$ cat config.mk
export PLATFORM = sky130hd
export DESIGN_NAME = vector_lsu_sequencer
export DESIGN_NICKNAME = d
export VERILOG_FILES = /design/src/rtl/vector_lsu_sequencer.sv
export SDC_FILE = /design/constraint.sdc
export NUM_CORES = 1
export LEC_CHECK = 0
export CORE_AREA = 5 5 243 245
export DETAILED_ROUTE_END_ITERATION = 10
export DIE_AREA = 0 0 248 250
export GPL_TIMING_DRIVEN = 0
export PLACE_DENSITY_LB_ADDON = 0.15
export RECOVER_POWER = 50
export REMOVE_ABC_BUFFERS = 1
export SETUP_SLACK_MARGIN = 0.5
export SLEW_MARGIN = 40
export SYNTH_ARGS = -nofsm -noshare
export SYNTH_HDL_FRONTEND = slang
export SYNTH_SLANG_ARGS = --single-unit
$ cat constraint.sdc
create_clock -name clk -period 5.64 [get_ports clk]
set_input_delay 1.128 -clock clk [delete_from_list [all_inputs] [get_ports clk]]
set_output_delay 1.128 -clock clk [all_outputs]
set_load 0.01 [all_outputs]
$ cat src/rtl/vector_lsu_sequencer.sv
// Vector LSU sequencer: splits one vector load/store into beats of up to four element accesses.
// Build option VLSU_STRIDE_EN: when defined the stride input is honoured, otherwise accesses are unit-stride.
module vector_lsu_sequencer #(
  parameter int ADDR_WIDTH = 10
) (
  input  logic                  clk,
  input  logic                  rst,
  input  logic                  startValid,
  output logic                  startReady,
  input  logic                  isStore,
  input  logic [1:0]            sew,
  input  logic [ADDR_WIDTH-1:0] baseAddr,
  input  logic [ADDR_WIDTH-1:0] stride,
  input  logic [5:0]            vl,
  input  logic                  memStall,
  output logic [2:0]            writeEnable0,
  output logic [2:0]            writeEnable1,
  output logic [2:0]            writeEnable2,
  output logic [2:0]            writeEnable3,
  output logic [2:0]            readEnable0,
  output logic [2:0]            readEnable1,
  output logic [2:0]            readEnable2,
  output logic [2:0]            readEnable3,
  output logic [ADDR_WIDTH-1:0] addr0,
  output logic [ADDR_WIDTH-1:0] addr1,
  output logic [ADDR_WIDTH-1:0] addr2,
  output logic [ADDR_WIDTH-1:0] addr3,
  output logic [31:0]           writeData0,
  output logic [31:0]           writeData1,
  output logic [31:0]           writeData2,
  output logic [31:0]           writeData3,
  input  logic [31:0]           readData0,
  input  logic [31:0]           readData1,
  input  logic [31:0]           readData2,
  input  logic [31:0]           readData3,
  output logic [5:0]            elemIdx,
  input  logic [31:0]           storeData0,
  input  logic [31:0]           storeData1,
  input  logic [31:0]           storeData2,
  input  logic [31:0]           storeData3,
  output logic                  wbValid,
  output logic [5:0]            wbIdx,
  output logic [3:0]            wbMask,
  output logic [31:0]           wbData0,
  output logic [31:0]           wbData1,
  output logic [31:0]           wbData2,
  output logic [31:0]           wbData3,
  output logic                  busy,
  output logic                  done,
  output logic                  error
);

  typedef enum logic [1:0] {IDLE, ISSUE, DONE} state_t;
  state_t state, state_nxt;

  logic                         is_store_p0;
  logic [1:0]                   sew_p0;
  logic [5:0]                   vl_p0;
  logic signed [ADDR_WIDTH-1:0] stride_p0;
  logic [ADDR_WIDTH-1:0]        ptr_p0;
  logic [5:0]                   elem_idx_p0;
  logic                         err_p0;

  logic                         vld_p1;
  logic [5:0]                   wb_idx_p1;
  logic [3:0]                   wb_mask_p1;
  logic [31:0]                  wb_data_p1 [4];

  logic [31:0]                  rd_data [4];
  logic [31:0]                  st_data [4];
  logic [3:0]                   lane_act;
  logic [3:0]                   lane_go;
  logic                         accept;
  logic                         beat_go;
  logic                         last_beat;
  logic [2:0]                   en_code;
  logic [ADDR_WIDTH-1:0]        lane_addr [4];
  logic [2:0]                   we_a [4];
  logic [2:0]                   re_a [4];
  logic [ADDR_WIDTH-1:0]        addr_a [4];
  logic [31:0]                  wdata_a [4];
  logic signed [ADDR_WIDTH-1:0] stride_sel;

  function automatic logic [2:0] sew_enables(input logic [1:0] s);
    case (s)
      2'b00:   return 3'b001;
      2'b01:   return 3'b011;
      default: return 3'b111;
    endcase
  endfunction

  function automatic logic [31:0] sew_mask(input logic [31:0] d, input logic [1:0] s);
    case (s)
      2'b00:   return {24'd0, d[7:0]};
      2'b01:   return {16'd0, d[15:0]};
      default: return d;
    endcase
  endfunction

  function automatic logic [ADDR_WIDTH-1:0] sew_bytes(input logic [1:0] s);
    case (s)
      2'b00:   return ADDR_WIDTH'(1);
      2'b01:   return ADDR_WIDTH'(2);
      default: return ADDR_WIDTH'(4);
    endcase
  endfunction

`ifdef VLSU_STRIDE_EN
  assign stride_sel = stride;
`else
  logic unused_stride;
  assign unused_stride = ^stride;
  assign stride_sel    = sew_bytes(sew);
`endif

  assign rd_data = '{readData0, readData1, readData2, readData3};
  assign st_data = '{storeData0, storeData1, storeData2, storeData3};

  // Beat decode: reset gates the enables so an abort takes effect in the same cycle.
  always_comb begin
    accept    = (state == IDLE) && startValid;
    beat_go   = (state == ISSUE) && !memStall && !rst;
    last_beat = ({1'b0, elem_idx_p0} + 7'd4) >= {1'b0, vl_p0};
    en_code   = sew_enables(sew_p0);
    lane_addr[0] = ptr_p0;
    lane_addr[1] = ptr_p0 + stride_p0;
    lane_addr[2] = ptr_p0 + (stride_p0 <<< 1);
    lane_addr[3] = lane_addr[2] + stride_p0;
    for (int k = 0; k < 4; k++) begin
      lane_act[k] = (state == ISSUE) && (({1'b0, elem_idx_p0} + 7'(k)) < {1'b0, vl_p0});
      lane_go[k]  = beat_go && lane_act[k];
      we_a[k]     = (lane_go[k] && is_store_p0)  ? en_code : 3'b000;
      re_a[k]     = (lane_go[k] && !is_store_p0) ? en_code : 3'b000;
      addr_a[k]   = lane_go[k] ? lane_addr[k] : '0;
      wdata_a[k]  = (lane_go[k] && is_store_p0) ? st_data[k] : 32'd0;
    end
  end

  always_comb begin
    state_nxt = state;
    case (state)
      IDLE: begin
        if (startValid && (sew != 2'b11)) begin
          state_nxt = (vl == 6'd0) ? DONE : ISSUE;
        end
      end
      ISSUE: begin
        if (beat_go && last_beat) begin
          state_nxt = DONE;
        end
      end
      DONE:    state_nxt = IDLE;
      default: state_nxt = IDLE;
    endcase
  end

  always_ff @(posedge clk) begin
    if (rst) begin
      state <= IDLE;
    end else begin
      state <= state_nxt;
    end
  end

  // p0: request fields and beat pointer
  always_ff @(posedge clk) begin
    if (rst) begin
      is_store_p0 <= 1'b0;
      sew_p0      <= 2'b00;
      vl_p0       <= 6'd0;
      stride_p0   <= '0;
      ptr_p0      <= '0;
      elem_idx_p0 <= 6'd0;
      err_p0      <= 1'b0;
    end else begin
      err_p0 <= accept && (sew == 2'b11);
      if (accept) begin
        is_store_p0 <= isStore;
        sew_p0      <= sew;
        vl_p0       <= (vl > 6'd32) ? 6'd32 : vl;
        stride_p0   <= stride_sel;
        ptr_p0      <= baseAddr;
        elem_idx_p0 <= 6'd0;
      end else if (beat_go) begin
        elem_idx_p0 <= elem_idx_p0 + 6'd4;
        ptr_p0      <= ptr_p0 + (stride_p0 <<< 2);
      end
    end
  end

  // p1: registered load writeback
  always_ff @(posedge clk) begin
    if (rst) begin
      vld_p1     <= 1'b0;
      wb_idx_p1  <= 6'd0;
      wb_mask_p1 <= 4'b0000;
      for (int k = 0; k < 4; k++) wb_data_p1[k] <= 32'd0;
    end else begin
      vld_p1     <= beat_go && !is_store_p0;
      wb_mask_p1 <= (beat_go && !is_store_p0) ? lane_act : 4'b0000;
      if (beat_go && !is_store_p0) begin
        wb_idx_p1 <= elem_idx_p0;
        for (int k = 0; k < 4; k++) begin
          wb_data_p1[k] <= lane_act[k] ? sew_mask(rd_data[k], sew_p0) : 32'd0;
        end
      end
    end
  end

  assign startReady   = (state == IDLE);
  assign busy         = (state != IDLE);
  assign done         = (state == DONE);
  assign error        = err_p0;
  assign elemIdx      = elem_idx_p0;
  assign wbValid      = vld_p1;
  assign wbIdx        = wb_idx_p1;
  assign wbMask       = wb_mask_p1;
  assign wbData0      = wb_data_p1[0];
  assign wbData1      = wb_data_p1[1];
  assign wbData2      = wb_data_p1[2];
  assign wbData3      = wb_data_p1[3];
  assign writeEnable0 = we_a[0];
  assign writeEnable1 = we_a[1];
  assign writeEnable2 = we_a[2];
  assign writeEnable3 = we_a[3];
  assign readEnable0  = re_a[0];
  assign readEnable1  = re_a[1];
  assign readEnable2  = re_a[2];
  assign readEnable3  = re_a[3];
  assign addr0        = addr_a[0];
  assign addr1        = addr_a[1];
  assign addr2        = addr_a[2];
  assign addr3        = addr_a[3];
  assign writeData0   = wdata_a[0];
  assign writeData1   = wdata_a[1];
  assign writeData2   = wdata_a[2];
  assign writeData3   = wdata_a[3];

endmodule

Word level (Yosys, flattened, before mapping)
Memory sizes are Yosys's and may differ from the RTL's.
Cells that the tools add are included.
{"block": "classes", "n_reduce_logical": 35, "shifts": 0, "mul": 0, "muxes": 50, "n_lt_le_gt_ge": 6, "eq_ne": 8, "add_sub_neg": 9, "div_mod_pow": 0, "bitwise_logic": 5}
{"cell": "$mux 32", "count": 20}
{"cell": "$pmux 32 s2", "count": 4}
{"cell": "$mux 10", "count": 6}
{"cell": "$add 10x10->10", "count": 4}
{"cell": "$mux 3", "count": 8}
{"cell": "$logic_and 1x1->1", "count": 23}
{"cell": "$lt 7x6->1", "count": 3}
{"cell": "$add 6x2->7 const B", "count": 2}
{"cell": "$pmux 3 s2", "count": 2}
{"cell": "$add 6x1->7 const B", "count": 1}
{"cell": "$add 6x3->7 const B", "count": 1}
{"cell": "$ge 7x6->1", "count": 1}
{"cell": "$add 6x3->6 const B", "count": 1}
{"cell": "$eq 2x1->1 const B", "count": 3}
{"cell": "$gt 6x6->1 const B", "count": 1}
{"cell": "$logic_not 2->1", "count": 3}
{"cell": "$logic_not 6->1", "count": 1}
{"cell": "$lt 6x6->1", "count": 1}
{"cell": "$mux 2", "count": 3}
{"cell": "$mux 6", "count": 1}
{"cell": "$mux 1", "count": 5}
{"cell": "$eq 2x2->1 const B", "count": 2}
{"cell": "$ne 2x1->1 const B", "count": 2}
{"cell": "$or 1x1->1", "count": 4}
{"cell": "other kinds (7)", "count": 11}
{"block": "totals", "wordCells": 125, "reg_bits": 49, "ramBits": 128, "latchBits": 0, "memories": 1, "out_inout_bits": 341, "mem_bits_ro": 0}
{"memory": "wb_data_p1", "words": 4, "word_bits": 32, "rd": 4, "rd_ports_with_merged_regs": 0, "write_ports": 4, "line": "67", "text": "logic [31:0] wb_data_p1 [4];"}

Longest topological paths before layout
{"block": "logic_depth", "depth_word": 8, "depth_mapped": 8}

Worst setup path before layout
OpenSTA, ideal clock, no wires.
{"block": "synth_timing", "path_kind": "input to register", "from": "input port rst", "to": "memory wb_data_p1[0][0], enable pin", "setup_time_ns": 0.433, "stages": 6, "t_arrival_ns": 3.932, "setup_slack_ns": 1.275, "path_buffers": 3, "t_required_ns": 5.207, "path_cell_list": "buf_6 -> or4b_4 -> buf_6 -> clkbuf_1 -> nor2_1 -> or2_2"}
{"item": "start, declared", "line": "7", "text": "input logic rst,"}
{"item": "end, declared", "line": "67"}

Worst setup path in the final report
{"block": "layout_timing", "from": "input port memStall", "to": "output port writeData2[9]"}
{"block": "layout_between", "elab_chain_cells": 6}
{"item": "start, declared", "line": "15", "text": "input logic memStall,"}
{"item": "$logic_not 1->1", "line": "122", "text": "beat_go = (state == ISSUE) && !memStall && !rst;"}
{"item": "$logic_and 1x1->1 (2 in series)", "line": "122"}
{"item": "$logic_and 1x1->1", "line": "131", "text": "lane_go[k] = beat_go && lane_act[k];"}
{"item": "$logic_and 1x1->1", "line": "135", "text": "wdata_a[k] = (lane_go[k] && is_store_p0) ? st_data[k] : 32'd0;"}
{"item": "$mux 32", "line": "135"}
{"item": "end, declared", "line": "30", "text": "output logic [31:0] writeData2,"}
No other way between the ends.

==> results.md <==
- In this run the core area contains 88 standard-cell rows.
- The final count of hold timing violations is 0.
- The type of destination of the critical path is an output port.
- TritonCTS built the clock tree.
- In this design, the stage delay of the slowest critical-path cell is 0.65 ns.
- The initial utilization of the core area, before any placement, comes to 0.150.
- edfxtp_1 takes more of the synthesized area than any other cell.
- The residual antenna-violating net count after detailed routing is 0.
- Detailed placement finished with a half-perimeter wire length of 35.0 mm.
- The worst path in the final design needs a cycle of 5.30 ns, including I/O delays and setup.
- The clock input transition at the sequential cells of the worst setup and hold paths is 0.07 ns.
- The cell family contributing the most delay on the critical path is simple AND/OR/NAND/NOR gates.
- Synthesis instantiated 52 different standard cells from the library.
- STA classifies the critical path startpoint as a primary input.
- For this run, the leading register cell type out of synthesis is edfxtp_1.
- Routability-driven placement finished with a final weighted congestion of 0.807.
- The analysis attributes to cell leakage a power of roughly 6.3 nW.
- Based on the critical path, the design can be clocked at up to approximately 190 MHz.
- Compared with the post-synthesis result, the final layout area differs by 92.4%.
- The checks that failed: max-capacitance violations, max-slew violations.
- The first-pass iteration count of the detailed router is 4.
- By startpoint and endpoint, the worst setup path is classified as in -> out.
- Headroom to the max-slew limit came out at -0.0694.
- The number of buffers created by CTS is 17.
- Entering global routing, the biggest net connects 46 pins.
- The fraction of final layout cells with drive strength greater than 1 is 0.0635.
- The synthesized design contains about 130 enable-type register cells.
- The arrival time at the worst endpoint is 4.17 ns.
- The synthesized netlist occupies a cell area of 8570 um^2.
- The net count of the finished layout is 1749.
- The data required time at the worst endpoint is 4.51 ns.
- Global routing finished with a remaining overflow of 0.
- The initial antenna violation count is 5.
- At the pin with the least slew margin, the transition time is between 1.5 and 2 ns.
- Yosys printed 0 warnings.
- The multi-input combinational cells in the finished layout cover a total of 3810 um^2.
- The worst ir drop on vdd is 0.235 mV.
- By area the synthesized netlist is led by edfxtp_1 (45%), and2_1 (15%), dfxtp_1 (8.9%).
- The core region is 56900 um^2.
- Setup violations remaining at the end of the flow were counted as 0.
- The die is 248 um wide.
- The hold buffer count at cts is 0.
- In this run, synthesis produced a sequential element count of 166.
- For this run, the register share of the synthesized area comes to 0.537.
- Counting flops with an async set or reset pin after synthesis yields a share of 0.
- The final max-slew violation count came to 27.
- The total I/O pin count is 630.
- The number of buffers and inverters on the critical path is 3.
- Using the TritonRoute via totals, the vias-per-cell ratio works out to 3.78.
- The worst hold-check slack is 0.460 ns.
- The H-tree was split into 4 levels.
- For the final database, setup skew stands at 0.0139 ns.
- The via count of the routed design is 8378.
- At the end of the flow the core is filled with cells to 0.290.
- The critical path goes through dlygate4sd3_1, or4b_1, nor2_2, nand3_2, nor2_4, buf_12, and2_1, clkdlybuf4s50_1.
- The class of the most critical hold timing path is reg -> reg.
- The post-detailed-route wirelength per cell is 20.9 um.
- The first-pass GRT wire length is 63.4 mm.
- In this run, the number of DRC markers left after iteration 0 of detailed routing was ~390.
- The number of global-route vias before repair is roughly 8400.
- In this run the tool buffered the top-level ports with 615 buffer cells.
- The clock net sink count is 166.
- Clock tree synthesis selected as its root buffer the cell clkbuf_16.
- Across the run, the number of max-cap violations was 1.
- The ratio of final minimum period to clock period is 0.940.
- The die height is 250 um.
- In the routed design, unresolved DRC markers number 0.
- Setup repair after global routing could not meet its margin everywhere.
- Once placement finished, the instance area stood at 15600 um^2.
- The number of filler cells placed in the layout is 6000.
- The largest fanout on the critical path is 12.
- The clock latency reported for the late side of the worst-skew pair is approximately 0.48 ns.
- Of the post-synthesis cell area, the dominant cell type holds 0.449.
- The overall track demand over capacity in global routing is 0.141.
- The slowest library cell on the worst path is or4b_1.
- The total power per unit cell area is 191 nW/um^2.
- The storage element area is 4610 um^2.
- The longest clock path from root to sink contains 2 buffers.
- After technology mapping, the gate count stands at ~800.
- Across all register-to-register paths, the minimum setup slack is 1.74 ns.
- Dividing the synthesized area by the synthesized cell count gives 10.6 um^2.
- The floorplan step defined a die boundary enclosing 62000 um^2.
- The detailed-route wire length is 46.3 mm.
- The run finished, with violations left.
- The area of all placed cells without fillers is 16500 um^2.
[state kept, by name, indices dropped and copies added (netlist names)]
register	count
ptr_p0	10
is_store_p0	1
wbValid	1
wb_data_p1	128
sew_p0	2
elemIdx	4
wbMask	4
vl_p0	6
stride_p0	3
wbIdx	4
state	2
error	1
[report_power, final]
| part | internal, mW | total [mW] | leakage [nW] | switching (mW) |
|---|---|---|---|---|
| logic | 0.296 | 0.537 | 4.40 | 0.241 |
| registers | 1.37 | 1.42 | 1.64 | 0.0454 |
| clock network | 0.588 | 1.20 | 0.280 | 0.612 |
| total | 2.26 | 3.15 | 6.32 | 0.898 |
[synthesized netlist by cell type (8+ instances only)]
| cell | count |
|---|---|
| o21ai_0 | 13 |
| and2_1 | 211 |
| xnor2_1 | 15 |
| clkbuf_1 | 30 |
| nor2_1 | 52 |
| ha_1 | 21 |
| edfxtp_1 | 128 |
| dfxtp_1 | 38 |
| buf_4 | 8 |
| nand2_1 | 45 |
| xor2_1 | 10 |
| and3_1 | 66 |
| nor3_1 | 31 |
| nor2b_1 | 8 |
| inv_1 | 16 |
| a21oi_1 | 33 |
[worst min-delay path, cell delays in order, from the launching register on]
cell	delay, ns
dfxtp_1	0.31
nand2_1	0.05
a21oi_1	0.05
[cell families (layout without fill, tap and decap cells)]
| logic type | Yosys count | count (layout) | share of synthesized area |
|---|---|---|---|
| adders and majority gates | 25 | 25 | 0.0400 |
| muxes | 1 | 1 | 0.00117 |
| xor gates and xnor gates | 25 | 25 | 0.0256 |
| buffers and inverters | 64 | 693 | 0.0351 |
| other | 1 | 5 | 0.000438 |
| DFF | 166 | 166 | 0.537 |
| AOI/OAI and AO/OA | 75 | 75 | 0.0551 |
| and+or+nand+nor | 453 | 459 | 0.305 |
[stage by stage]
stage	setup TNS (ns)	cells	total power [mW]	worst slack, ns
2_1_floorplan	0	765	1.59	1.59
3_3_place_gp	-376.04	2145	1.98	-1.89
3_5_place_dp	0	2153	1.99	0.132
4_1_cts	0	2201	3.25	0.426
5_1_grt	0	2213	3.31	0.267
6_report	0	2214	3.15	0.339
[final cells by class]
class,instances,share of cell area
repair buffers,645,0.392
diodes,1,0.000152
clock inverters,15,0.00903
well taps,765,0.0581
multi-input cells,589,0.231
clock buffers,17,0.0258
flip-flops and latches,166,0.280
inverters,16,0.00364
[placed cells by master (no fill, tap or decap), types with 11 or more instances in the layout]
cell type	synthesis	routed
buf_4	8	11
a21oi_1	33	33
nand2_1	45	44
xnor2_1	15	15
and2_1	211	164
inv_1	16	16
and2_0	0	46
nor2_1	52	46
dfxtp_1	38	36
o21ai_0	13	12
clkbuf_16	0	17
clkdlybuf4s50_1	0	465
dlygate4sd3_1	0	148
nor3_1	31	29
edfxtp_1	128	128
and3_1	66	63
ha_1	21	21
[repair_timing]
action | 4_1_cts | 5_1_grt
resized for setup | 13 | 10
pin swaps | 9 | 3
buffers inserted | 12 | 10
endpoints found under the setup margin | 159 | 131
cloned | 4 | 2
[worst paths after layout]
path                                from               end  cells past startpoint
worst max register to register  state[0]  wb_data_p1[1][2]                      7
worst min-delay path            vl_p0[5]          vl_p0[5]                      2
worst max-delay path            memStall     writeData2[9]                      8
worst min register to register  vl_p0[5]          vl_p0[5]                      2
[layer usage]
metal  share of wire  vias to the layer above  global-route usage  wire length [um]
li1                -                     4042                   -                 -
met1            0.42                     4012               0.174             19400
met2            0.50                      281               0.240             23000
met3           0.073                       37              0.0470              3390
met4           0.011                        6              0.0311               526
met5         0.00099                        -                   0                46
Note: power is estimated with default switching activity, not from simulation.
